==> src/rtl/taxi_axis_dest_demux.sv <==
// taxi_axis_dest_demux
//   Splits one AXI4-Stream input into M_COUNT outputs packet by packet, using
//   the top CL_M_COUNT bits of tdest sampled on the first beat of each packet.
//   Packets with an out-of-range index are either discarded (DROP_INVALID = 1)
//   or sent to the last output. Every output has its own registered skid stage,
//   so no output tready reaches s_axis_tready_o combinationally.
// Ports
//   clk, rst_n            rising-edge clock, synchronous active-low reset
//   s_axis_*_i/_o         input stream (tready is the only output)
//   m_axis_*_o            output streams, flattened, lane k at [k*W +: W]
//   m_axis_tready_i       per-output ready, bit k for output k
//   stat_drop             one-cycle pulse after the last beat of a dropped packet
module taxi_axis_dest_demux #(
   parameter int unsigned M_COUNT      = 4,
   parameter int unsigned DATA_W       = 8,
   parameter bit          KEEP_EN      = 1'b1,
   parameter int unsigned KEEP_W       = (DATA_W + 7) / 8,
   parameter bit          STRB_EN      = 1'b0,
   parameter bit          LAST_EN      = 1'b1,
   parameter bit          ID_EN        = 1'b0,
   parameter int unsigned ID_W         = 8,
   parameter bit          DEST_EN      = 1'b1,
   parameter int unsigned DEST_W       = 8,
   parameter bit          USER_EN      = 1'b0,
   parameter int unsigned USER_W       = 1,
   parameter bit          STRIP_DEST   = 1'b1,
   parameter bit          DROP_INVALID = 1'b1
) (
   input  logic                        clk,
   input  logic                        rst_n,
   input  logic [DATA_W-1:0]           s_axis_tdata_i,
   input  logic [KEEP_W-1:0]           s_axis_tkeep_i,
   input  logic [KEEP_W-1:0]           s_axis_tstrb_i,
   input  logic                        s_axis_tvalid_i,
   output logic                        s_axis_tready_o,
   input  logic                        s_axis_tlast_i,
   input  logic [ID_W-1:0]             s_axis_tid_i,
   input  logic [DEST_W-1:0]           s_axis_tdest_i,
   input  logic [USER_W-1:0]           s_axis_tuser_i,
   output logic [M_COUNT*DATA_W-1:0]   m_axis_tdata_o,
   output logic [M_COUNT*KEEP_W-1:0]   m_axis_tkeep_o,
   output logic [M_COUNT*KEEP_W-1:0]   m_axis_tstrb_o,
   output logic [M_COUNT-1:0]          m_axis_tvalid_o,
   input  logic [M_COUNT-1:0]          m_axis_tready_i,
   output logic [M_COUNT-1:0]          m_axis_tlast_o,
   output logic [M_COUNT*ID_W-1:0]     m_axis_tid_o,
   output logic [M_COUNT*DEST_W-1:0]   m_axis_tdest_o,
   output logic [M_COUNT*USER_W-1:0]   m_axis_tuser_o,
   output logic                        stat_drop
);

   localparam int unsigned CL_M_COUNT = $clog2(M_COUNT);
   localparam int unsigned BEAT_W = DATA_W + 2*KEEP_W + 1 + ID_W + DEST_W + USER_W;

   if (M_COUNT < 2) begin : g_chk_count
      $fatal(1, "taxi_axis_dest_demux: M_COUNT must be at least 2");
   end
   if (!DEST_EN) begin : g_chk_dest_en
      $fatal(1, "taxi_axis_dest_demux: sink must carry tdest");
   end
   if (DEST_W < CL_M_COUNT) begin : g_chk_dest_w
      $fatal(1, "taxi_axis_dest_demux: tdest too narrow for output index");
   end

   typedef enum logic [1:0] {ST_IDLE, ST_ACTIVE, ST_DROP} state_t;

   state_t                 state_q;
   logic [CL_M_COUNT-1:0]  sel_q;
   logic                   stat_drop_q;
   logic                   init_q;

   logic [CL_M_COUNT-1:0]  idx;
   logic                   idx_valid;
   logic                   drop_first;
   logic [CL_M_COUNT-1:0]  sel_comb;
   logic [CL_M_COUNT-1:0]  route_sel;
   logic                   route_en;
   logic                   s_ready;
   logic                   accept;
   logic                   last_v;
   logic [KEEP_W-1:0]      keep_v;
   logic [KEEP_W-1:0]      strb_v;
   logic [ID_W-1:0]        id_v;
   logic [DEST_W-1:0]      dest_v;
   logic [USER_W-1:0]      user_v;
   logic [BEAT_W-1:0]      beat_in;
   logic [M_COUNT-1:0]     rdy_vec;

   logic unused_in;
   assign unused_in = ^{s_axis_tkeep_i, s_axis_tstrb_i, s_axis_tlast_i, s_axis_tid_i, s_axis_tuser_i};

   always_comb begin
      idx        = s_axis_tdest_i[DEST_W-1 -: CL_M_COUNT];
      idx_valid  = (32'(idx) < M_COUNT);
      drop_first = !idx_valid && DROP_INVALID;
      sel_comb   = idx_valid ? idx : CL_M_COUNT'(M_COUNT - 1);

      route_en  = 1'b0;
      route_sel = sel_q;
      s_ready   = 1'b0;
      case (state_q)
         ST_IDLE: begin
            if (drop_first) begin
               s_ready = 1'b1;
            end else begin
               route_en  = 1'b1;
               route_sel = sel_comb;
               s_ready   = rdy_vec[sel_comb];
            end
         end
         ST_ACTIVE: begin
            route_en = 1'b1;
            s_ready  = rdy_vec[sel_q];
         end
         ST_DROP: s_ready = 1'b1;
         default: s_ready = 1'b0;
      endcase
      // init_q keeps the drop path closed for the first cycle after reset too
      s_ready = s_ready && init_q && rst_n;

      last_v = LAST_EN ? s_axis_tlast_i : 1'b1;
      keep_v = KEEP_EN ? s_axis_tkeep_i : '1;
      strb_v = STRB_EN ? s_axis_tstrb_i : keep_v;
      id_v   = ID_EN ? s_axis_tid_i : '0;
      dest_v = DEST_EN ? s_axis_tdest_i : '0;
      if (STRIP_DEST) dest_v[DEST_W-1 -: CL_M_COUNT] = '0;
      user_v = USER_EN ? s_axis_tuser_i : '0;
      beat_in = {s_axis_tdata_i, keep_v, strb_v, last_v, id_v, dest_v, user_v};
   end

   assign s_axis_tready_o = s_ready;
   assign accept          = s_axis_tvalid_i && s_ready;
   assign stat_drop       = stat_drop_q;

   always_ff @(posedge clk) begin
      if (!rst_n) begin
         state_q     <= ST_IDLE;
         sel_q       <= '0;
         stat_drop_q <= 1'b0;
         init_q      <= 1'b0;
      end else begin
         init_q      <= 1'b1;
         stat_drop_q <= 1'b0;
         if (accept) begin
            case (state_q)
               ST_IDLE: begin
                  if (drop_first) begin
                     if (last_v) stat_drop_q <= 1'b1;
                     else        state_q     <= ST_DROP;
                  end else begin
                     sel_q <= sel_comb;
                     if (!last_v) state_q <= ST_ACTIVE;
                  end
               end
               ST_ACTIVE: if (last_v) state_q <= ST_IDLE;
               ST_DROP: begin
                  if (last_v) begin
                     state_q     <= ST_IDLE;
                     stat_drop_q <= 1'b1;
                  end
               end
               default: state_q <= ST_IDLE;
            endcase
         end
      end
   end

   for (genvar k = 0; k < M_COUNT; k++) begin : g_out
      logic [BEAT_W-1:0] out_q;
      logic [BEAT_W-1:0] temp_q;
      logic              out_valid_q;
      logic              temp_valid_q;
      logic              rdy_q;
      logic              int_valid;
      logic              rdy_early;

      assign int_valid = accept && route_en && (route_sel == CL_M_COUNT'(k));
      assign rdy_early = m_axis_tready_i[k] || (!temp_valid_q && (!out_valid_q || !int_valid));
      assign rdy_vec[k] = rdy_q;

      // With rdy_q high the temp register is always empty, so a new beat goes
      // either straight to the output or into temp; temp drains first otherwise.
      always_ff @(posedge clk) begin
         if (!rst_n) begin
            out_valid_q  <= 1'b0;
            temp_valid_q <= 1'b0;
            rdy_q        <= 1'b0;
         end else begin
            rdy_q <= rdy_early;
            if (rdy_q) begin
               if (m_axis_tready_i[k] || !out_valid_q) begin
                  out_valid_q <= int_valid;
                  out_q       <= beat_in;
               end else begin
                  temp_valid_q <= int_valid;
                  temp_q       <= beat_in;
               end
            end else if (m_axis_tready_i[k]) begin
               out_valid_q  <= temp_valid_q;
               out_q        <= temp_q;
               temp_valid_q <= 1'b0;
            end
         end
      end

      assign m_axis_tvalid_o[k] = out_valid_q;
      assign {m_axis_tdata_o[k*DATA_W +: DATA_W], m_axis_tkeep_o[k*KEEP_W +: KEEP_W],
              m_axis_tstrb_o[k*KEEP_W +: KEEP_W], m_axis_tlast_o[k],
              m_axis_tid_o[k*ID_W +: ID_W], m_axis_tdest_o[k*DEST_W +: DEST_W],
              m_axis_tuser_o[k*USER_W +: USER_W]} = out_q;
   end

endmodule
==> config.mk <==
export PLATFORM = sky130hd
export DESIGN_NAME = taxi_axis_dest_demux
export DESIGN_NICKNAME = d
export VERILOG_FILES = /design/src/rtl/taxi_axis_dest_demux.sv
export SDC_FILE = /design/constraint.sdc
export NUM_CORES = 1
export LEC_CHECK = 0
export CORE_MARGIN = 2
export CORE_UTILIZATION = 23
export CTS_CLUSTER_DIAMETER = 100
export CTS_CLUSTER_SIZE = 14
export DETAILED_ROUTE_END_ITERATION = 6
export GPL_TIMING_DRIVEN = 0
export HOLD_SLACK_MARGIN = 0.05
export MAX_ROUTING_LAYER = met4
export PLACE_DENSITY = 0.54
export REMOVE_ABC_BUFFERS = 1
export SLEW_MARGIN = 20
export SYNTH_ARGS = -nofsm -noshare
export SYNTH_HDL_FRONTEND = slang
export SYNTH_SLANG_ARGS = --single-unit
==> constraint.sdc <==
create_clock -name clk -period 3.09 [get_ports clk]
set_input_delay 0.4635 -clock clk [delete_from_list [all_inputs] [get_ports clk]]
set_output_delay 0.4635 -clock clk [all_outputs]
set_load 0.05 [all_outputs]
==> results.py, run 1 <==
metrics = {
    "logic_synthesis": {
        "synth_largest_area_cell": "edfxtp_1",
        "synth_common_cells": "edfxtp_1 (128), mux2_2 (64), buf_4 (53), dfxtp_1 (16), a21oi_1 (14)",
        "yosysUniqueCellTypes": 43,
        "syn_inst": 372,
        "yosys_warnings": 0,
        "ys_top_cells_by_area": "edfxtp_1 (64%), mux2_2 (12%), buf_4 (6.7%)",
        "synth_top_cell_area_share": 0.645,
        "synth_top_family_by_area": "multiplexers",
        "synth_simple_gate_area_frac": 0.0329,
        "mappedNetlistArea_sq_um": 5960,
        "synth-adder-area-share": 0,
        "synthMuxAreaShare": 0.129,
        "synth_edf_count": 128,
        "synthXorXnorAreaFrac": 0,
        "ys.flop_type": "edfxtp_1",
        "synthMostInstantiatedCell": "edfxtp_1",
        "yosysSeqAreaShare": 0.698,
        "synthArstFlopShare": 0,
        "synth_seq_cells": 144,
        "syn_avg_cell_area_sq_um": 16.0,
        "synth-compound-area-share": 0.0525,
    },
    "floorplanning": {
        "die-area_sq_um": 27200,
        "coreArea_sq_um": 25300,
        "initial_utilization": 0.235,
        "rows": 58,
        "fp.dieH_um": 165,
        "die_w_um": 165,
        "ios": 153,
    },
    "layout": {
        "final_nets": 505,
        "stdcell_area_sq_um": 7760,
        "seq_area_sq_um": 4180,
        "area_delta_synth_final_pct": 30.1,
        "fillCellCount": 2492,
        "multi_input_area_sq_um": 1500,
        "n_antenna_cell": 0,
        "final_layout_size_suffix_gt1_frac": 0.232,
    },
    "timing": {
        "hold_viol": 0,
        "relSlewSlack": 0.381,
        "period_needed_ns": 2.81,
        "worst_pin_slew_ns": 0.927,
        "post-route-period-util": 0.908,
        "tns_ns": 0,
        "skew_ns": 0.00898,
        "fmax_ghz": 0.356,
        "setup_viol": 0,
        "drv_slew": 0,
        "rsz0062_at_grt": "false",
    },
    "clock_tree": {
        "cts_inserted_buffers": 17,
        "clk_latency_ns": 0.40,
        "cts.path.max_buffers": 2,
        "cts.sinks": 144,
        "cts_tree": "done",
        "htree_levels": 4,
        "cts_root_buf": "clkbuf_16",
        "path_clk_slew_ns": 0.06,
    },
    "route": {
        "wl_per_cell_um": 17.2,
        "ant_nets": 0,
        "first_pass_iters": 4,
        "routed_wl_um": 14000,
        "via_per_inst": 4.05,
        "drt_iter0_drc": 177,
        "drc": 0,
        "vias": 3294,
    },
    "min_path": {
        "min_path_type": "flip-flop to flip-flop",
    },
    "placement": {
        "hpwl_um": 8910,
        "gp_routability_congestion": 0.739,
        "placed_area_sq_um": 7160,
        "numPortBuffers": 97,
    },
    "critical_path": {
        "worst_r2r_path_depth": 3,
        "arrival_ns": 2.34,
        "endpoint_kind": "output port",
        "worstPathMaxFanout": 6,
        "critPathKind": "input pin to output port",
        "cp_data_required_time_ns": 2.63,
        "startpoint": "s_axis_tdest_i[6]",
        "worstReg2RegStart": "g_out[3].rdy_q$_SDFF_PN0_",
        "crit_chain": "clkdlybuf4s50_1 > mux2i_1 > a22oi_2 > and4_1 > dlygate4sd2_1",
        "cp_slowest_cell": "clkdlybuf4s50_1",
        "critPathLaunchType": "input pin",
        "regToRegEndpoint": "g_out[3].temp_q[19]$_DFFE_PP_",
        "cp-endpoint": "s_axis_tready_o",
        "cpPeakStageDelay_ns": 0.61,
        "r2r_slack_ns": 1.16,
    },
    "outcome": {
        "status": "finished clean",
    },
    "global_routing": {
        "grt.total_usage": 0.106,
        "grt_start_max_net_pins": 25,
        "grt_first_pass_wirelength_um": 20000,
        "grt_pass1_vias": 3306,
        "antenna_found_initial": 0,
        "grt_overflow": 0,
    },
    "pwr": {
        "power_density_nw_per_um2": 632,
        "p_total_w": 0.00490,
        "ir_worst_vdd_mv": 0.319,
        "p_leak_nw": 2.62,
    },
    "run": {
        "maxCapViolCount": 0,
    },
}
worst max-delay path, delay by kind of cell:
| kind | cells | cell delay (ns) |
|---|---|---|
| AND/OR/NAND/NOR | 1 | 0.23 |
| buffers and inverters | 2 | 1.14 |
| AO/OA/AOI/OAI | 1 | 0.32 |
| multiplexers | 1 | 0.17 |
power breakdown:
group          leakage, nW  internal [W]  switching [W]
sequential            1.32       0.00219      0.0000512
combinational         1.02      0.000178       0.000431
clock                0.277       0.00126       0.000791
cell type report:
type                       count  share of cell area
clock buffer                  17              0.0548
clock inverter                15              0.0214
inverter                      12             0.00580
multi-input combinational    193               0.193
sequential                   144               0.539
tap                          330              0.0532
timing repair buffer         102               0.133
kinds of logic (layout without fill, tap and decap cells):
family / Yosys count / count (layout)
AOI/OAI and AO/OA: 44 / 44
and+or+nand+nor: 35 / 35
DFF: 144 / 144
other: 1 / 45
buffers and inverters: 79 / 146
muxes: 69 / 69
cells in the final DEF (no fill, tap or decap), types with 2 or more instances in the layout:
cell type and instances:
clkinv_1 5, nand3_1 4, clkbuf_16 17, o2111ai_1 2
o21ai_0 5, conb_1 45, buf_4 3, nor3b_1 2
edfxtp_1 128, a21oi_1 13, clkinv_4 2, mux2_2 64
o22ai_1 5, o32ai_1 2, nor2b_1 2, bufinv_16 3
nor2_1 3, inv_6 2, a31oi_1 3, nor2_4 4
clkdlybuf4s50_1 96, dfxtp_4 4, nand2_1 8, inv_1 12
clkinvlp_4 3, o21a_1 2, mux2i_1 5, dfxtp_1 12
nand2b_1 2
registers in the layout, summed over array words and instances (netlist names):
signal              cells
sel_q                   2
state_q                 1
init_q                  1
g_out.rdy_q             4
g_out.out_q            64
g_out.out_valid_q       4
g_out.temp_q           64
g_out.temp_valid_q      4
metal layers:
metal,GRT usage,vias up,wire length (um)
li1,-,1499,-
met1,0.127,1657,6070
met2,0.180,129,7090
met3,0.0264,9,673
met4,0.0289,0,123
met5,-,-,0
repair_timing:
item / in CTS / in global routing
setup buffers: 0 / 0
hold buffers: 0 / 0
gates resized for setup: 5 / 0
setup endpoints to repair: 1 / 0
stage by stage:
| step | hold WS (ns) | cells | util | setup WS [ns] |
|---|---|---|---|---|
| floorplan | 0.475 | 349 | - | 0.450 |
| global placement | 0.484 | 776 | 0.278 | -1.98 |
| detailed placement | 0.518 | 781 | 0.283 | -0.128 |
| CTS | 0.520 | 813 | 0.306 | 0.278 |
| global route | 0.554 | 813 | 0.306 | 0.195 |
| finish | 0.525 | 813 | 0.306 | 0.284 |
how the worst min path moves through the flow:
stage | start | endpoint | slack [ns] | cells past startpoint
global route | g_out[3].temp_q[27]$_DFFE_PP_ | g_out[3].out_q[27]$_DFFE_PP_ | 0.55 | 1
CTS | g_out[3].temp_valid_q$_SDFFE_PN0P_ | g_out[3].temp_valid_q$_SDFFE_PN0P_ | 0.52 | 2
global placement | g_out[3].temp_valid_q$_SDFFE_PN0P_ | g_out[3].temp_valid_q$_SDFFE_PN0P_ | 0.48 | 2
detailed placement | g_out[3].temp_valid_q$_SDFFE_PN0P_ | g_out[3].temp_valid_q$_SDFFE_PN0P_ | 0.52 | 2
floorplan | g_out[3].temp_valid_q$_SDFFE_PN0P_ | g_out[3].temp_valid_q$_SDFFE_PN0P_ | 0.47 | 2
finish | g_out[3].temp_valid_q$_SDFFE_PN0P_ | g_out[3].temp_valid_q$_SDFFE_PN0P_ | 0.52 | 2
(Power assumes the default switching activity.)
==> run 2, diff against run 1 <==
- SLEW_MARGIN: 20 -> not set
==> run 2 against run 1 <==
Compared with the run above: sequential cell count did not move; routed wire length rose by 1.0%; sequential power barely moved; die area did not move; power fell by 1.1%; utilization barely moved; critical path depth fell by 1; clock skew rose by 0.0014 ns; register-to-register slack got worse by 0.27 ns; first-iteration DRC count fell by 1.1%; fmax fell by 0.31%; sequential share of layout area fell by 0.078 points; critical path type is now flip-flop to output port; largest cell class unchanged.
==> results.py, run 2 (same netlist as run 1, synthesis figures left out) <==
metrics = {
    "clock_tree": {
        "cts.path.max_buffers": 2,
        "htree_levels": 4,
        "holdBufCountCts": 0,
        "cts_inserted_buffers": 17,
        "cts.sinks": 144,
        "clk_latency_ns": 0.42,
        "postCtsResizedCells": 9,
        "cts_tree": "done",
        "cts_root_buf": "clkbuf_16",
        "cts_setup_buffers": 0,
        "path_clk_slew_ns": 0.06,
    },
    "critical_path": {
        "cp_data_required_time_ns": 2.63,
        "critPathLaunchType": "flip-flop",
        "crit_chain": "mux2i_1 > a32oi_2 > and4_1 > dlygate4sd2_1",
        "endpoint_kind": "output port",
        "cpPeakStageDelay_ns": 0.62,
        "cp_slowest_cell": "dfxtp_4",
        "worstPathMaxFanout": 24,
        "arrival_ns": 2.35,
        "critPathKind": "flip-flop to output port",
    },
    "layout": {
        "final_cells": 816,
        "area_delta_synth_final_pct": 30.3,
        "final_layout_size_suffix_gt1_frac": 0.243,
        "stdcell_area_sq_um": 7770,
        "fin_util": 0.307,
        "final_cell_mix": "edfxtp_1 (128), clkdlybuf4s50_1 (96), mux2_2 (64)",
        "reg.largest.list": "g_out.out_q (64), g_out.temp_q (64)",
        "layout_commonest_cell": "edfxtp_1",
        "n_antenna_cell": 0,
        "final_nets": 508,
    },
    "floorplanning": {
        "die_w_um": 165,
        "die-area_sq_um": 27200,
        "fp.dieH_um": 165,
        "coreArea_sq_um": 25300,
        "rows": 58,
        "ios": 153,
        "initial_utilization": 0.235,
    },
    "global_routing": {
        "grt.total_usage": 0.109,
        "grt_pass1_vias": 3302,
        "use_met3": 0.0271,
        "use_met2": 0.179,
        "grt_start_max_net_pins": 25,
        "grt_overflow": 0,
        "grtUsageMet1": 0.132,
        "antenna_found_initial": 0,
        "top_usage_layer": "met2",
        "grt_first_pass_wirelength_um": 20400,
    },
    "placement": {
        "gp_routability_congestion": 0.739,
        "numPortBuffers": 97,
        "dp.cells": 784,
        "placed_area_sq_um": 7190,
        "hpwl_um": 9380,
    },
    "route": {
        "drc": 0,
        "drt_iter0_drc": 175,
        "ant_nets": 0,
        "via_per_inst": 4.02,
        "vias": 3281,
        "wl_per_cell_um": 17.3,
        "first_pass_iters": 4,
        "routed_wl_um": 14100,
    },
    "pwr": {
        "ir_worst_vdd_mv": 0.296,
        "power_density_nw_per_um2": 624,
        "p_leak_nw": 2.64,
        "p_total_w": 0.00485,
    },
    "timing": {
        "worst_pin_slew_ns": 0.923,
        "post-route-period-util": 0.911,
        "fmax_ghz": 0.355,
        "skew_ns": 0.0104,
        "setup_viol": 0,
        "drv_slew": 0,
        "relSlewSlack": 0.382,
        "period_needed_ns": 2.81,
        "hold_viol": 0,
        "rsz0062_at_grt": "false",
        "whs_ns": 0.533,
    },
    "min_path": {
        "min_path_type": "flip-flop to flip-flop",
    },
    "run": {
        "maxCapViolCount": 0,
    },
    "outcome": {
        "status": "finished clean",
    },
}
## run 2: changes by cell type in the layout (fill, tap and decap cells not counted), sizes merged
cell / delta
clkbuf: +1
buf: +3
bufinv: -1
## run 2: worst max-delay path: cells and delay by family, from the launching register on
family | cells | cell delay (ns)
muxes | 1 | 0.24
buffers and inverters | 1 | 0.53
and+or+nand+nor | 1 | 0.23
AOI/OAI and AO/OA | 1 | 0.31
DFF | 1 | 0.62
## run 2: worst paths after layout
| kind | startpoint | endpoint | slack [ns] | cells past startpoint |
|---|---|---|---|---|
| setup / recovery | g_out[3].rdy_q$_SDFF_PN0_ | s_axis_tready_o | 0.28 | 4 |
| hold / removal | g_out[3].temp_valid_q$_SDFFE_PN0P_ | g_out[3].temp_valid_q$_SDFFE_PN0P_ | 0.53 | 2 |
| setup reg to reg | g_out[2].rdy_q$_SDFF_PN0_ | g_out[2].temp_q[3]$_DFFE_PP_ | 0.89 | 3 |
| hold reg to reg | g_out[3].temp_valid_q$_SDFFE_PN0P_ | g_out[3].temp_valid_q$_SDFFE_PN0P_ | 0.53 | 2 |
## run 2: power by group
part           total [W]  internal, W  switching [W]
Sequential       0.00224      0.00219      0.0000510
Combinational   0.000615     0.000183       0.000431
Clock            0.00199      0.00119       0.000808
## run 2: per-stage QoR
stage | worst slack [ns] | setup TNS [ns]
6_report | 0.275 | 0
5_1_grt | 0.147 | 0
4_1_cts | 0.267 | 0
3_5_place_dp | -0.423 | -0.877
3_3_place_gp | -1.98 | -105.71
2_1_floorplan | 0.450 | 0
## run 2: final cells by class
type / count / area, sq um
clock buffers: 18 / 429
clock inverters: 14 / 141
fillers: 2479 / 17600
inverters: 12 / 45.0
multi-input cells: 193 / 1470
flip-flops and latches: 144 / 4180
well taps: 330 / 413
repair buffers: 105 / 1090
## run 2: routing by layer
metal  wire length [um]  up-vias  part of all wire
met5                  0        -                 0
met4                214        0             0.015
met3                716       17             0.051
met2               7050      127              0.50
met1               6130     1628              0.43
li1                   -     1509                 -
==> run 3, diff against run 2 <==
- CORE_ASPECT_RATIO: not set -> 1.25
- CORE_UTILIZATION: 23 -> 49
- PLACE_DENSITY: 0.54 -> 0.9
==> run 3 against run 2 <==
Compared with the run above: utilization increased by 32 points; routed wire length decreased by 14%; die area decreased by 52%; worst setup slack improved by 0.16 ns; count of clock-buffer cells in the layout unchanged; combinational power decreased by 1%; sequential cell count unchanged; critical path depth increased by 1; global-route usage increased by 8.6 points; design area decreased by 3.3%; clock power decreased by 6%; critical path type is now input pin to output port; largest cell class unchanged.
==> results.py, run 3 (same netlist as run 1, synthesis figures left out) <==
metrics = {
    "pwr": {
        "p_leak_nw": 2.63,
        "ir_worst_vdd_mv": 0.375,
        "power_density_nw_per_um2": 627,
    },
    "layout": {
        "final_layout_size_suffix_gt1_frac": 0.242,
        "fillCellCount": 839,
        "area_delta_synth_final_pct": 26.0,
        "seq_area_sq_um": 4180,
        "stdcell_area_sq_um": 7520,
        "final_cell_mix": "edfxtp_1 (128), clkdlybuf4s50_1 (96), mux2_2 (64)",
        "n_antenna_cell": 0,
        "layout_commonest_cell": "edfxtp_1",
        "final_nets": 507,
        "reg.largest.list": "g_out.out_q (64), g_out.temp_q (64)",
        "final_cells": 648,
        "multi_input_area_sq_um": 1470,
    },
    "critical_path": {
        "critPathKind": "input pin to output port",
        "r2r_slack_ns": 1.09,
        "crit_chain": "clkdlybuf4s50_1 > mux2i_1 > a22oi_2 > and4_1 > dlymetal6s2s_1",
        "endpoint_kind": "output port",
        "worstPathMaxFanout": 6,
        "arrival_ns": 2.19,
        "critPathTopFamily": "buffers and inverters",
        "cpPeakStageDelay_ns": 0.61,
        "cp.buffers_inverters": 2,
        "critPathLaunchType": "input pin",
        "cp_data_required_time_ns": 2.63,
        "cp_slowest_cell": "clkdlybuf4s50_1",
    },
    "clock_tree": {
        "path_clk_slew_ns": 0.06,
        "htree_levels": 4,
        "cts_tree": "done",
        "clk_latency_ns": 0.40,
        "holdBufCountCts": 0,
        "cts_root_buf": "clkbuf_16",
        "cts_inserted_buffers": 17,
        "cts.path.max_buffers": 2,
        "cts.sinks": 144,
    },
    "route": {
        "drc": 0,
        "via_per_inst": 5.14,
        "first_pass_iters": 4,
        "wl_per_cell_um": 18.6,
        "routed_wl_um": 12100,
        "drt_iter0_drc": 155,
        "vias": 3333,
        "ant_nets": 0,
    },
    "global_routing": {
        "use_met2": 0.324,
        "grt_start_max_net_pins": 25,
        "grtUsageMet1": 0.233,
        "use_met3": 0.0476,
        "grt_overflow": 0,
        "grt.total_usage": 0.196,
        "grt_first_pass_wirelength_um": 18100,
        "antenna_found_initial": 0,
        "grt_pass1_vias": 3354,
        "top_usage_layer": "met2",
    },
    "placement": {
        "numPortBuffers": 97,
        "hpwl_um": 7770,
        "dp.cells": 617,
        "gp_routability_congestion": 0.896,
        "placed_area_sq_um": 6960,
    },
    "timing": {
        "worst_pin_slew_ns": 0.758,
        "period_needed_ns": 2.65,
        "setup_viol": 0,
        "drv_slew": 0,
        "fmax_ghz": 0.377,
        "skew_ns": 0.0102,
        "rsz0062_at_grt": "false",
        "hold_viol": 0,
        "post-route-period-util": 0.858,
        "relSlewSlack": 0.492,
    },
    "floorplanning": {
        "ios": 153,
        "die-area_sq_um": 13100,
        "fp.dieH_um": 127,
        "coreArea_sq_um": 12000,
        "initial_utilization": 0.497,
        "die_w_um": 103,
        "rows": 45,
    },
    "outcome": {
        "status": "finished clean",
    },
    "min_path": {
        "min_path_type": "flip-flop to flip-flop",
    },
    "run": {
        "maxCapViolCount": 0,
    },
}
-- run 3: area by class of cell --
cell class,instances,area share
sequential,144,0.556
multi-input combinational,193,0.196
timing repair buffer,104,0.143
clock buffer,18,0.0571
tap,164,0.0273
clock inverter,13,0.0151
inverter,12,0.00599
-- run 3: stage by stage --
stage | hold slack [ns] | setup slack, ns | utilization | power, W | setup TNS [ns]
6_report | 0.534 | 0.439 | 0.627 | 0.00471 | 0
5_1_grt | 0.558 | 0.382 | 0.627 | 0.00486 | 0
4_1_cts | 0.525 | 0.0706 | 0.627 | 0.00474 | 0
3_5_place_dp | 0.515 | -0.190 | 0.580 | 0.00288 | -0.190
3_3_place_gp | 0.484 | -1.30 | 0.570 | 0.00285 | -62.58
2_1_floorplan | 0.475 | 0.450 | - | 0.00267 | 0
-- run 3: path summary, 6_finish.rpt --
kind | startpoint | end | cells past startpoint
worst min-delay path | g_out[3].temp_valid_q$_SDFFE_PN0P_ | g_out[3].temp_valid_q$_SDFFE_PN0P_ | 2
worst max register to register | g_out[2].rdy_q$_SDFF_PN0_ | g_out[2].temp_q[25]$_DFFE_PP_ | 3
worst max-delay path | s_axis_tdest_i[6] | s_axis_tready_o | 5
worst min register to register | g_out[3].temp_valid_q$_SDFFE_PN0P_ | g_out[3].temp_valid_q$_SDFFE_PN0P_ | 2
-- run 3: tightest hold or removal path: stages, from the launching register on --
cell and delay, ns:
dfxtp_1 0.29, inv_1 0.09, o32ai_1 0.10
-- run 3: power by group --
part / internal, W / switching, W / total (W)
logic: 0.000181 / 0.000426 / 0.000607
registers: 0.00219 / 0.0000472 / 0.00223
clock network: 0.00110 / 0.000768 / 0.00187
-- run 3: metal layers --
layer,vias up,part of all wire
met2,155,0.54
met5,-,0
met4,0,0.012
met3,15,0.054
li1,1502,-
met1,1661,0.40
-- run 3: repair_timing --
action	CTS	global route
gates cloned	0	0
setup endpoints to repair	1	1
setup buffers	0	0
resized for setup	8	1
endpoints found under the hold margin	0	0
